**src/rtl/dmem_pkg.sv**
```systemverilog
`default_nettype none
// ============================================================================
//  Module      : dmem_pkg
//  Description : Shared types for the data-memory write buffer: the buffered
//                store entry, byte-lane mask constants and the flush FSM
//                state encoding.
//  Revision    : 1.0  initial release
// ============================================================================
package dmem_pkg;

  // Word address width carried in an entry; wide enough for any RAM depth.
  // The top level zero-extends its AW-bit word index into this field.
  localparam int unsigned WADDR_W = 30;

  localparam logic [3:0] MASK_WORD = 4'b1111;
  localparam logic [3:0] MASK_B0   = 4'b0001;
  localparam logic [3:0] MASK_B1   = 4'b0010;
  localparam logic [3:0] MASK_B2   = 4'b0100;
  localparam logic [3:0] MASK_B3   = 4'b1000;

  typedef struct packed {
    logic [WADDR_W-1:0] addr;
    logic [31:0]        data;
    logic [3:0]         mask;
  } entry_t;

  typedef enum logic [0:0] {
    RUN   = 1'b0,
    FLUSH = 1'b1
  } state_t;

endpackage
`default_nettype wire

```
**src/rtl/dmem_wbuf_if.sv**
```systemverilog
`default_nettype none
// ============================================================================
//  Module      : dmem_wbuf_if
//  Description : Core <-> data-memory bus.
//                master (core)   : drives MemWrite, ByteEn, Flush, ALUResult,
//                                  WriteData; receives ReadData, Stall, Empty
//                slave  (memory) : the reverse
//  Revision    : 1.0  initial release
// ============================================================================
interface dmem_wbuf_if;
  logic        MemWrite;
  logic        ByteEn;
  logic        Flush;
  logic [31:0] ALUResult;
  logic [31:0] WriteData;
  logic [31:0] ReadData;
  logic        Stall;
  logic        Empty;

  modport master (
    output MemWrite, ByteEn, Flush, ALUResult, WriteData,
    input  ReadData, Stall, Empty
  );

  modport slave (
    input  MemWrite, ByteEn, Flush, ALUResult, WriteData,
    output ReadData, Stall, Empty
  );
endinterface
`default_nettype wire

```
**src/rtl/dmem_wbuf_fifo.sv**
```systemverilog
`default_nettype none
// ============================================================================
//  Module      : wbuf_fifo
//  Description : Circular store buffer. Holds DEPTH entries, tracks head,
//                tail and count, and exposes every slot plus a per-slot valid
//                vector so the top level can forward load data.
//  Ports       : clk, reset (sync, active-low)
//                i_push  - append i_entry at the tail
//                i_pop   - retire the head entry
//                i_merge - fold i_entry into the newest entry (coalescing)
//                o_entries / o_valid / o_head / o_count - buffer state
//  Revision    : 1.0  initial release
// ============================================================================
module wbuf_fifo
  import dmem_pkg::*;
#(
  parameter  int DEPTH = 4,
  localparam int PW    = $clog2(DEPTH),
  localparam int CW    = PW + 1
) (
  input  wire logic   clk,
  input  wire logic   reset,
  input  wire logic   i_push,
  input  wire logic   i_pop,
  input  wire logic   i_merge,
  input  wire entry_t i_entry,
  output entry_t      o_entries [DEPTH],
  output logic [DEPTH-1:0] o_valid,
  output logic [PW-1:0]    o_head,
  output logic [CW-1:0]    o_count
);

  entry_t        r_mem [DEPTH];
  logic [PW-1:0] r_head;
  logic [PW-1:0] r_tail;
  logic [CW-1:0] r_count;
  logic [PW-1:0] w_newest;
  entry_t        w_merged;

  assign w_newest = r_tail - PW'(1);

  // Newest entry with the incoming lanes laid over it.
  always_comb begin
    w_merged      = r_mem[w_newest];
    w_merged.mask = w_merged.mask | i_entry.mask;
    for (int l = 0; l < 4; l++) begin
      if (i_entry.mask[l]) w_merged.data[8*l +: 8] = i_entry.data[8*l +: 8];
    end
  end

  always_ff @(posedge clk) begin
    if (!reset) begin
      r_head  <= '0;
      r_tail  <= '0;
      r_count <= '0;
    end else begin
      if (i_push) begin
        r_mem[r_tail] <= i_entry;
        r_tail        <= r_tail + PW'(1);
      end
      if (i_merge) r_mem[w_newest] <= w_merged;
      if (i_pop)   r_head <= r_head + PW'(1);
      case ({i_push, i_pop})
        2'b10:   r_count <= r_count + CW'(1);
        2'b01:   r_count <= r_count - CW'(1);
        default: r_count <= r_count;
      endcase
    end
  end

  // A slot is live when its distance from the head is below the count.
  always_comb begin
    logic [PW-1:0] v_off;
    o_valid = '0;
    for (int j = 0; j < DEPTH; j++) begin
      v_off      = PW'(j) - r_head;
      o_valid[j] = ({1'b0, v_off} < r_count);
    end
  end

  assign o_entries = r_mem;
  assign o_head    = r_head;
  assign o_count   = r_count;

endmodule
`default_nettype wire

```
**src/rtl/dmem_wbuf.sv**
```systemverilog
`default_nettype none
// ============================================================================
//  Module      : dmem_wbuf
//  Description : Data-memory stage with a posted write buffer. Stores are
//                queued and drained into the RAM one per cycle; loads merge
//                queued bytes over the RAM word so the core sees ordinary
//                single-cycle memory. Stall only on a full buffer or flush.
//  Ports       : clk, reset (sync, active-low), bus (dmem_wbuf_if.slave)
//  Config      : WBUF_COALESCE_EN - merge a store into the newest entry when
//                its word address matches instead of pushing a new entry.
//  Revision    : 1.0  initial release
// ============================================================================
module dmem_wbuf
  import dmem_pkg::*;
#(
  parameter int DEPTH     = 4,
  parameter int MEM_WORDS = 64
) (
  input wire logic    clk,
  input wire logic    reset,
  dmem_wbuf_if.slave  bus
);

  localparam int AW = $clog2(MEM_WORDS);
  localparam int PW = $clog2(DEPTH);
  localparam int CW = PW + 1;

  logic [AW-1:0]    w_word;
  entry_t           w_entry;
  entry_t           w_entries [DEPTH];
  logic [DEPTH-1:0] w_valid;
  logic [PW-1:0]    w_head;
  logic [CW-1:0]    w_count;
  logic             w_empty, w_full, w_pop, w_hit, w_stall;
  logic             w_accept, w_push, w_merge;
  logic [31:0]      w_rdata;
  logic [31:0]      r_ram [MEM_WORDS];
  state_t           r_state;
  logic             w_unused;

  assign w_word   = bus.ALUResult[AW+1:2];
  assign w_unused = ^bus.ALUResult[31:AW+2];

  always_comb begin
    w_entry.addr = WADDR_W'(w_word);
    w_entry.data = bus.WriteData;
    w_entry.mask = MASK_WORD;
    if (bus.ByteEn) begin
      w_entry.data = {4{bus.WriteData[7:0]}};
      case (bus.ALUResult[1:0])
        2'd0: w_entry.mask = MASK_B0;
        2'd1: w_entry.mask = MASK_B1;
        2'd2: w_entry.mask = MASK_B2;
        2'd3: w_entry.mask = MASK_B3;
      endcase
    end
  end

  assign w_empty = (w_count == '0);
  assign w_full  = (w_count == CW'(DEPTH));
  // Contents are discarded, not committed, while reset is held.
  assign w_pop   = !w_empty && reset;

`ifdef WBUF_COALESCE_EN
  logic [PW-1:0] w_newest;
  assign w_newest = w_head + PW'(w_count - CW'(1));
  // The newest entry cannot absorb a store if it is the head leaving now.
  assign w_hit = !w_empty && (w_entries[w_newest].addr == w_entry.addr)
                 && !((w_count == CW'(1)) && w_pop);
`else
  assign w_hit = 1'b0;
`endif

  always_comb begin
    w_stall = 1'b0;
    case (r_state)
      RUN:   w_stall = bus.MemWrite && w_full && !w_hit;
      FLUSH: w_stall = !w_empty;
    endcase
  end

  assign w_accept = bus.MemWrite && !w_stall;
  assign w_push   = w_accept && !w_hit;
  assign w_merge  = w_accept && w_hit;

  wbuf_fifo #(.DEPTH(DEPTH)) u_fifo (
    .clk       (clk),
    .reset     (reset),
    .i_push    (w_push),
    .i_pop     (w_pop),
    .i_merge   (w_merge),
    .i_entry   (w_entry),
    .o_entries (w_entries),
    .o_valid   (w_valid),
    .o_head    (w_head),
    .o_count   (w_count)
  );

  // Flush FSM; an empty buffer never enters FLUSH, so it costs no stall.
  always_ff @(posedge clk) begin
    if (!reset) begin
      r_state <= RUN;
    end else begin
      case (r_state)
        RUN:   if (bus.Flush && !w_empty) r_state <= FLUSH;
        FLUSH: if (w_empty)               r_state <= RUN;
      endcase
    end
  end

  // Head entry commits under its byte mask.
  always_ff @(posedge clk) begin
    if (w_pop) begin
      for (int l = 0; l < 4; l++) begin
        if (w_entries[w_head].mask[l])
          r_ram[w_entries[w_head].addr[AW-1:0]][8*l +: 8] <= w_entries[w_head].data[8*l +: 8];
      end
    end
  end

  // Forwarding walks oldest to newest so the youngest store wins each lane.
  always_comb begin
    logic [PW-1:0] v_idx;
    w_rdata = r_ram[w_word];
    for (int k = 0; k < DEPTH; k++) begin
      v_idx = w_head + PW'(k);
      if (w_valid[v_idx] && (w_entries[v_idx].addr == w_entry.addr)) begin
        for (int l = 0; l < 4; l++) begin
          if (w_entries[v_idx].mask[l]) w_rdata[8*l +: 8] = w_entries[v_idx].data[8*l +: 8];
        end
      end
    end
  end

  assign bus.ReadData = w_rdata;
  assign bus.Stall    = w_stall;
  assign bus.Empty    = w_empty;

endmodule
`default_nettype wire

```
**src/flat_wrapper.sv**
```systemverilog
// flat-port wrapper written by rule: the top's interface ports become plain ports
module dmem_wbuf_flat import dmem_pkg::*;
#(
  parameter int DEPTH     = 4,
  parameter int MEM_WORDS = 64
)
  (clk, reset, bus_MemWrite, bus_ByteEn, bus_Flush, bus_ALUResult, bus_WriteData, bus_ReadData, bus_Stall, bus_Empty);
  dmem_wbuf_if bus_i ();
  input wire logic clk;
  input wire logic reset;
  input wire logic [$bits(bus_i.MemWrite)-1:0] bus_MemWrite;
  input wire logic [$bits(bus_i.ByteEn)-1:0] bus_ByteEn;
  input wire logic [$bits(bus_i.Flush)-1:0] bus_Flush;
  input wire logic [$bits(bus_i.ALUResult)-1:0] bus_ALUResult;
  input wire logic [$bits(bus_i.WriteData)-1:0] bus_WriteData;
  output wire logic [$bits(bus_i.ReadData)-1:0] bus_ReadData;
  output wire logic [$bits(bus_i.Stall)-1:0] bus_Stall;
  output wire logic [$bits(bus_i.Empty)-1:0] bus_Empty;
  assign bus_i.MemWrite = bus_MemWrite;
  assign bus_i.ByteEn = bus_ByteEn;
  assign bus_i.Flush = bus_Flush;
  assign bus_i.ALUResult = bus_ALUResult;
  assign bus_i.WriteData = bus_WriteData;
  assign bus_ReadData = bus_i.ReadData;
  assign bus_Stall = bus_i.Stall;
  assign bus_Empty = bus_i.Empty;
  dmem_wbuf #(.DEPTH(DEPTH), .MEM_WORDS(MEM_WORDS)) u_core (.clk(clk), .reset(reset), .bus(bus_i));
endmodule
```
**config.mk**
```make
export PLATFORM = sky130hd
export DESIGN_NAME = dmem_wbuf_flat
export DESIGN_NICKNAME = d
export VERILOG_FILES = /design/src/rtl/dmem_pkg.sv /design/src/rtl/dmem_wbuf_if.sv /design/src/rtl/dmem_wbuf_fifo.sv /design/src/rtl/dmem_wbuf.sv /design/src/flat_wrapper.sv
export SDC_FILE = /design/constraint.sdc
export NUM_CORES = 2
export LEC_CHECK = 0
export BUFFER_PORTS_ARGS = -buffer_cell sky130_fd_sc_hd__buf_2
export CORE_UTILIZATION = 35
export DETAILED_ROUTE_END_ITERATION = 6
export GPL_TIMING_DRIVEN = 0
export PLACE_DENSITY = 0.56
export SLEW_MARGIN = 5
export SYNTH_ARGS = -nofsm -noshare
export SYNTH_HDL_FRONTEND = slang
export SYNTH_HIERARCHICAL = 1
export SYNTH_SLANG_ARGS = --single-unit
```
**constraint.sdc**
```tcl
create_clock -name clk -period 8.8 [get_ports clk]
set_clock_uncertainty 0.15 [all_clocks]
set_input_delay 0.88 -clock clk [delete_from_list [all_inputs] [get_ports clk]]
set_output_delay 0.88 -clock clk [all_outputs]
set_load 0.005 [all_outputs]
```
==> Word-level counts from Yosys, hierarchy flattened <==
Memory sizes are Yosys's and may differ from the RTL's.
Index checks and enable logic that the tools add are counted.
{ "op_classes": {"eq_ne": 10, "n_shift": 0, "div": 0, "bitwise_logic": 6, "order_cmp": 14, "n_addsub": 10, "multipliers": 0, "n_reduce_logical": 15, "mux": 62} }
{ "ops": {"columns": ["op", "n"], "rows": [
  ["two-way mux 66 bit", 9],
  ["binary-select mux 66 bit (select 2 bit)", 4],
  ["bitwise mux 264 bit", 1],
  ["demux 66 bit (select 2 bit)", 1],
  ["two-way mux 32 bit", 4],
  ["two-way mux 8 bit", 16],
  ["equality test 30 x 6 -> 1 bit", 4],
  ["two-way mux 36 bit", 1],
  ["two-way mux 1 bit", 18],
  ["case mux 4 bit (4 select lines)", 1],
  [">= comparator 3 bit, second input constant", 5],
  ["inverter 2 -> 3 bit", 5],
  ["less-than comparator 2 x 3 -> 1 bit", 4],
  ["less-than comparator 2 x 3 -> 1 bit, second input constant", 4],
  ["logical AND 1 bit", 9],
  ["binary-select mux 1 bit (select 2 bit)", 4],
  ["equality test 2 bit, second input constant", 3],
  ["case mux 3 bit (2 select lines)", 1],
  ["adder 2 x 1 -> 2 bit, second input constant", 2],
  ["adder 2 bit, second input constant", 2],
  ["equality test 2 x 1 -> 1 bit, second input constant", 2],
  ["case mux 1 bit (2 select lines)", 2],
  ["subtractor 1 x 2 -> 2 bit, first input constant", 2],
  ["subtractor 2 bit, first input constant", 2],
  ["10 further kinds", 11]
]} }
{ "word_totals": {"n_memories": 1, "mem_bits_rw": 2048, "latchBits": 0, "input_bits": 69, "word_cells": 134, "reg_bits": 272, "out_inout_bits": 34, "mem_bits_ro": 0} }
{ "mem_list": {"columns": ["memory", "words", "word_bits", "rd", "rd_clocked_by_memory_dff", "wr", "line", "rtl"], "rows": [
  ["u_core.r_ram", 64, 32, 1, 0, 1, "dmem_wbuf.sv:37", "logic [31:0] r_ram [MEM_WORDS];"]
]} }

==> Longest topological paths before layout <==
{ "depth": {"depth_word": 13, "ltp_mapped": 14} }

==> Cells and area by module <==
Netlist, hierarchy kept.
{ "by_module_without_submodules": {"columns": ["module", "n_inst", "cells_per_inst", "area_per_inst_um2"], "rows": [
  ["dmem_wbuf", 1, 4590, 85891.1],
  ["wbuf_fifo", 1, 1412, 16495.8]
]} }

==> Least setup slack after synthesis <==
Ideal clock, no wire load.
{ "synth_timing": {"path_kind": "register to output", "from": "register u_core.u_fifo.r_head[1], in the netlist u_core/u_fifo/o_head[1]", "to": "output port bus_ReadData[14]", "setup_slack_ns": 3.313, "path_stages_with_launch": 13, "t_required_ns": 7.770, "t_arrival_ns": 4.457, "path_cell_list": "dfxtp_1 buf_6 buf_6 buf_6 buf_2 buf_4 buf_2 buf_2 buf_4 mux2i_1 mux2i_1 a211oi_1 o22ai_1"} }
{ "synth_via": {"elab_chain_len": 13, "elab_cells_between_ends": 51} }
{ "synth_lines": {"columns": ["item", "line", "rtl"], "rows": [
  ["from (decl)", "dmem_wbuf_fifo.sv:34", "logic [PW-1:0] r_head;"],
  ["from (signal assigned)", "dmem_wbuf_fifo.sv:62", "if (i_pop) r_head <= r_head + PW'(1);"],
  ["branches (longest 12 deep; another with less-than comparator 2 x 3 -> 1 bit)", null, null],
  ["two-way mux 32 bit *", "dmem_wbuf.sv:127", "if (w_valid[v_idx] && (w_entries[v_idx].addr == w_entry.addr)) begin"],
  ["to (decl)", "flat_wrapper.sv:16", "output wire logic [$bits(bus_i.ReadData)-1:0] bus_ReadData;"]
]} }
Every way passes the cells marked *. The select of a mux whose other input is x is not followed.

==> Worst setup path in the final report <==
{ "layout_timing": {"from": "input port bus_ALUResult[2]", "to": "output port bus_ReadData[8]"} }
{ "layout_via": {"elab_chain_len": 9, "elab_cells_between_ends": 17} }
{ "layout_lines": {"columns": ["item", "line", "rtl"], "rows": [
  ["from (decl)", "flat_wrapper.sv:14", "input wire logic [$bits(bus_i.ALUResult)-1:0] bus_ALUResult;"],
  ["memory (64 x 32 bit) or equality test 30 x 6 -> 1 bit (tied branches)", null, null],
  ["two-way mux 8 bit or logical AND 1 bit (tied branches)", "dmem_wbuf.sv:129, dmem_wbuf.sv:127", null],
  ["two-way mux 32 bit", "dmem_wbuf.sv:127", null],
  ["two-way mux 8 bit", "dmem_wbuf.sv:129", "if (w_entries[v_idx].mask[l]) w_rdata[8*l +: 8] = w_entries[v_idx].data[8*l +: 8];"],
  ["two-way mux 32 bit", "dmem_wbuf.sv:127", null],
  ["two-way mux 8 bit", "dmem_wbuf.sv:129", null],
  ["two-way mux 32 bit", "dmem_wbuf.sv:127", null],
  ["two-way mux 8 bit", "dmem_wbuf.sv:129", null],
  ["two-way mux 32 bit *", "dmem_wbuf.sv:127", null]
]} }
Mark *: on every way between the ends. The rest lies on a longest branch, timed or not.

==> results <==
- The first global-routing pass estimated approximately 530,000 um of wire.
- The total detailed-routing wirelength is between 300,000 and 400,000 um.
- The smallest clock period supported by the final layout is computed as 8.50 ns.
- The number of H-tree levels is 4.
- The floorplan step set the die height to 543 um.
- The top cell types in the final layout, fill and taps aside, are 2,312 x sky130_fd_sc_hd__edfxtp_1, 560 x sky130_fd_sc_hd__mux4_2, 517 x sky130_fd_sc_hd__mux2i_1, 373 x sky130_fd_sc_hd__nor2_1, 347 x sky130_fd_sc_hd__nand2_1.
- The post-route netlist has 23.6% of its cells at a drive strength greater than 1.
- After synthesis, flip-flops and latches occupy roughly two thirds of the total area.
- In the final routed layout, each cell accounts on average for between 30 and 40 um.
- In this run the deepest clock path goes through 4 buffers.
- The Yosys step of the flow raised 6 warnings.
- The number of antenna violations at the first check in global routing is 24.
- Compared with the post-synthesis result, the final layout area differs by 15.1%.
- The met3 routing resource usage after global routing is approximately 8.6%.
- The die boundary width is approximately 540 um.
- The number of enable flip-flop cells after synthesis is 2,312.
- The total power of the final layout is 34.4 mW.
- In this run the power density over the cells is just under 300 mW/mm2.
- Once the floorplan was initialized, standard cells occupied 35.2% of the core.
- After routing, the total negative slack on setup checks comes to 0 ns.
- The number of nets with antenna violations after detailed routing is 0.
- Global routing finished with a remaining overflow of 0.
- Counting every instance in the synthesized netlist gives 6,002.
- Measured against its own limit, the worst slew margin works out to -10.9%.
- The detailed router finished its first iteration with 10.7k violations.
- The run finished, with violations left.
- The final layout contains 6,585 nets.
- The overall routing resource usage is between 20% and 30%.
- The leading cell type in the layout, fill and taps excluded is sky130_fd_sc_hd__edfxtp_1.
- For the worst setup path, the data arrival time is 7.47 ns.
- For this run, asynchronously set or reset flops after synthesis account for 0%.
- Clock-pin slew was measured on the worst setup and hold paths at around 0.060 ns.
- Post-CTS timing repair inserted 0 buffers for setup.
- The number of hold buffers added after CTS is 0.
- The number of synthesized register bits is 2,320.
- The worst setup path category is input pin to output port.
- The initialized floorplan defines 198 standard-cell rows.
- For this design the top-level I/O count stands at 103.
- The critical path required time is 7.77 ns.
- The worst setup path is launched from an input pin.
- The clock tree from TritonCTS is yes.
- The worst supply voltage drop on vdd is 0.000212 V.
- The most used flip-flop cell after synthesis is sky130_fd_sc_hd__edfxtp_1.
- The number of pins exceeding their max-slew limit in the final report is ~140.
- The total count of hold-check failures in the final report is 0.
- The class of the worst hold path is input pin to register.
- For this run, design rule violations remaining after detail routing come to 17.
- The HPWL reported at the end of detailed placement is 271,000 um.
- The final count of negative-setup-slack endpoints is 0.
- The core region is a little under 0.3 mm2.
- The detailed-route via count is 65.6k.
- The via count of the first global-routing pass is 61.8k.
- The congestion estimate from routability-driven global placement came to ~0.98.
- Setup repair after global routing left no endpoint under its margin.
- Global routing used 35.1% of the available met1 tracks.
- Derived from the worst setup path, the maximum achievable clock frequency is 118 MHz.
- The leakage component of the power is between 30 and 40 nW.
- In this run the clock root is driven by a sky130_fd_sc_hd__clkbuf_16.
- The sink count of the clock tree is 2,320.
- The met2 demand-to-capacity share in global routing is between 30% and 40%.
- The number of clock buffers inserted by TritonCTS is 245.
- The post-CTS resize count is 0.
- The layer flagged by global routing as most heavily used is met2.
- In this run the tool buffered the top-level ports with 77 buffer cells.
- Summing every instance area after synthesis gives 0.102 mm2.
- The overall die area is 0.295 mm2.
- The final critical-path share of the clock period is 96.6%.
- For this run, the detailed router's first-pass iteration total came to 7.
- The critical path capture point type is an output port.
- The via-per-instance ratio is 6.19.
- The pin count of the biggest net entering global routing is 99.
- The synthesized area divided by synthesized cell count is 17.1 um2.
- After the flow finishes, the layout carries non-filler instances totaling 10.6k.
- The max-cap check violation count is 17.
- The number of distinct library cells after synthesis is a little over 100.
- The latest clock arrival within the worst-skew pair is 0.88 ns.
- For the pin with the worst max-slew slack, the measured transition is 1.66 ns.
- The maximum fanout encountered on the critical timing path is 11.
- The checks that failed: DRC, capacitance limit, slew limit.
- Measured on the finished design, the core utilization comes to 40.5%.
- Once placement completed, the tool counted placed cells totaling roughly 10k.
==> worst max-delay path, cell delays in order <==
cell                       delay (ns)
sky130_fd_sc_hd__buf_2           0.14
sky130_fd_sc_hd__buf_4           0.35
sky130_fd_sc_hd__buf_2           0.79
sky130_fd_sc_hd__buf_2           0.70
sky130_fd_sc_hd__nand3b_1        0.23
sky130_fd_sc_hd__buf_2           0.57
sky130_fd_sc_hd__buf_1           1.02
sky130_fd_sc_hd__o22ai_1         0.22
sky130_fd_sc_hd__a211oi_1        0.62
sky130_fd_sc_hd__o21ai_0         0.21
sky130_fd_sc_hd__nand3_1         0.25
sky130_fd_sc_hd__nor3b_1         0.12
sky130_fd_sc_hd__a211oi_1        0.80
sky130_fd_sc_hd__o22ai_1         0.29
sky130_fd_sc_hd__buf_2           0.19
==> final timing paths <==
path	start	to	slack, ns	depth (start not counted)
worst max register to register	u_core/u_fifo/o_head[1]	u_core/r_ram[33][8]	1.37	12
worst min register to register	u_core/r_state	u_core/r_state	0.32	2
worst max-delay path	bus_ALUResult[2]	bus_ReadData[8]	0.30	15
worst min-delay path	bus_Flush	u_core/r_state	0.06	3
==> layer usage <==
| layer | share of wire (%) | vias up |
|---|---|---|
| li1 | - | 25200 |
| met3 | 13 | 941 |
| met1 | 38 | 34500 |
| met2 | 44 | 4902 |
| met5 | 0.098 | - |
| met4 | 5.1 | 20 |
==> power breakdown <==
part           switching (mW)  internal [mW]
registers               0.404           14.6
clock network            4.39           5.85
logic                    6.49           2.68
==> per-stage QoR <==
| step | hold slack, ns | cell area, um2 | setup slack [ns] |
|---|---|---|---|
| after detailed placement | 0.310 | 110000 | 0.708 |
| after CTS | 0.0255 | 118000 | 0.686 |
| after global placement | 0.322 | 108000 | -1.97 |
| after global routing | 0.0906 | 118000 | 0.565 |
| after floorplan | 0.289 | 103000 | 3.31 |
| final | 0.0615 | 118000 | 0.300 |
==> flip-flops by register name, indices dropped and copies added, names as in the netlist <==
register and flops:
u_core/u_fifo/r_tail 2, u_core/r_ram 2048, u_core/r_state 1, u_core/u_fifo/o_count 3, u_core/u_fifo/o_head 2, u_core/u_fifo/o_entries 264
==> synth_stat cells, types with 62 or more instances <==
cell type                     n  area (um2)
sky130_fd_sc_hd__a21oi_1     95         475
sky130_fd_sc_hd__buf_2      183         916
sky130_fd_sc_hd__clkbuf_1   127         477
sky130_fd_sc_hd__edfxtp_1  2312       69400
sky130_fd_sc_hd__mux2_2     113        1270
sky130_fd_sc_hd__mux2i_1    518        5180
sky130_fd_sc_hd__mux4_2     562       12700
sky130_fd_sc_hd__nand2_1    347        1300
sky130_fd_sc_hd__nor2_1     400        1500
sky130_fd_sc_hd__nor3_1      94         470
sky130_fd_sc_hd__o21ai_0    281        1410
sky130_fd_sc_hd__o21ai_1     62         310
sky130_fd_sc_hd__o22ai_1    228        1430
==> cell type report <==
class,instances,area (um2)
Sequential cell,2320,69600
Antenna cell,10,25.0
Timing Repair Buffer,151,1930
Multi-Input combinational cell,3327,31300
Fill cell,26400,173000
Inverter,57,214
Clock inverter,146,1420
Clock buffer,293,6330
Tap cell,3900,4880
Buffer,401,2100
==> cell families after synthesis <==
group                    Yosys count  synth area share (%)
multiplexers                    1235                  19.3
AO/OA/AOI/OAI                    901                  5.48
adder cells (fa/ha/maj)           13                 0.166
flip-flops                      2320                  68.0
other                              1               0.00366
XOR/XNOR                          34                 0.291
buffers and inverters            458                  2.23
AND/OR/NAND/NOR                 1040                  4.57
Note: power is estimated with default switching activity, not from simulation.
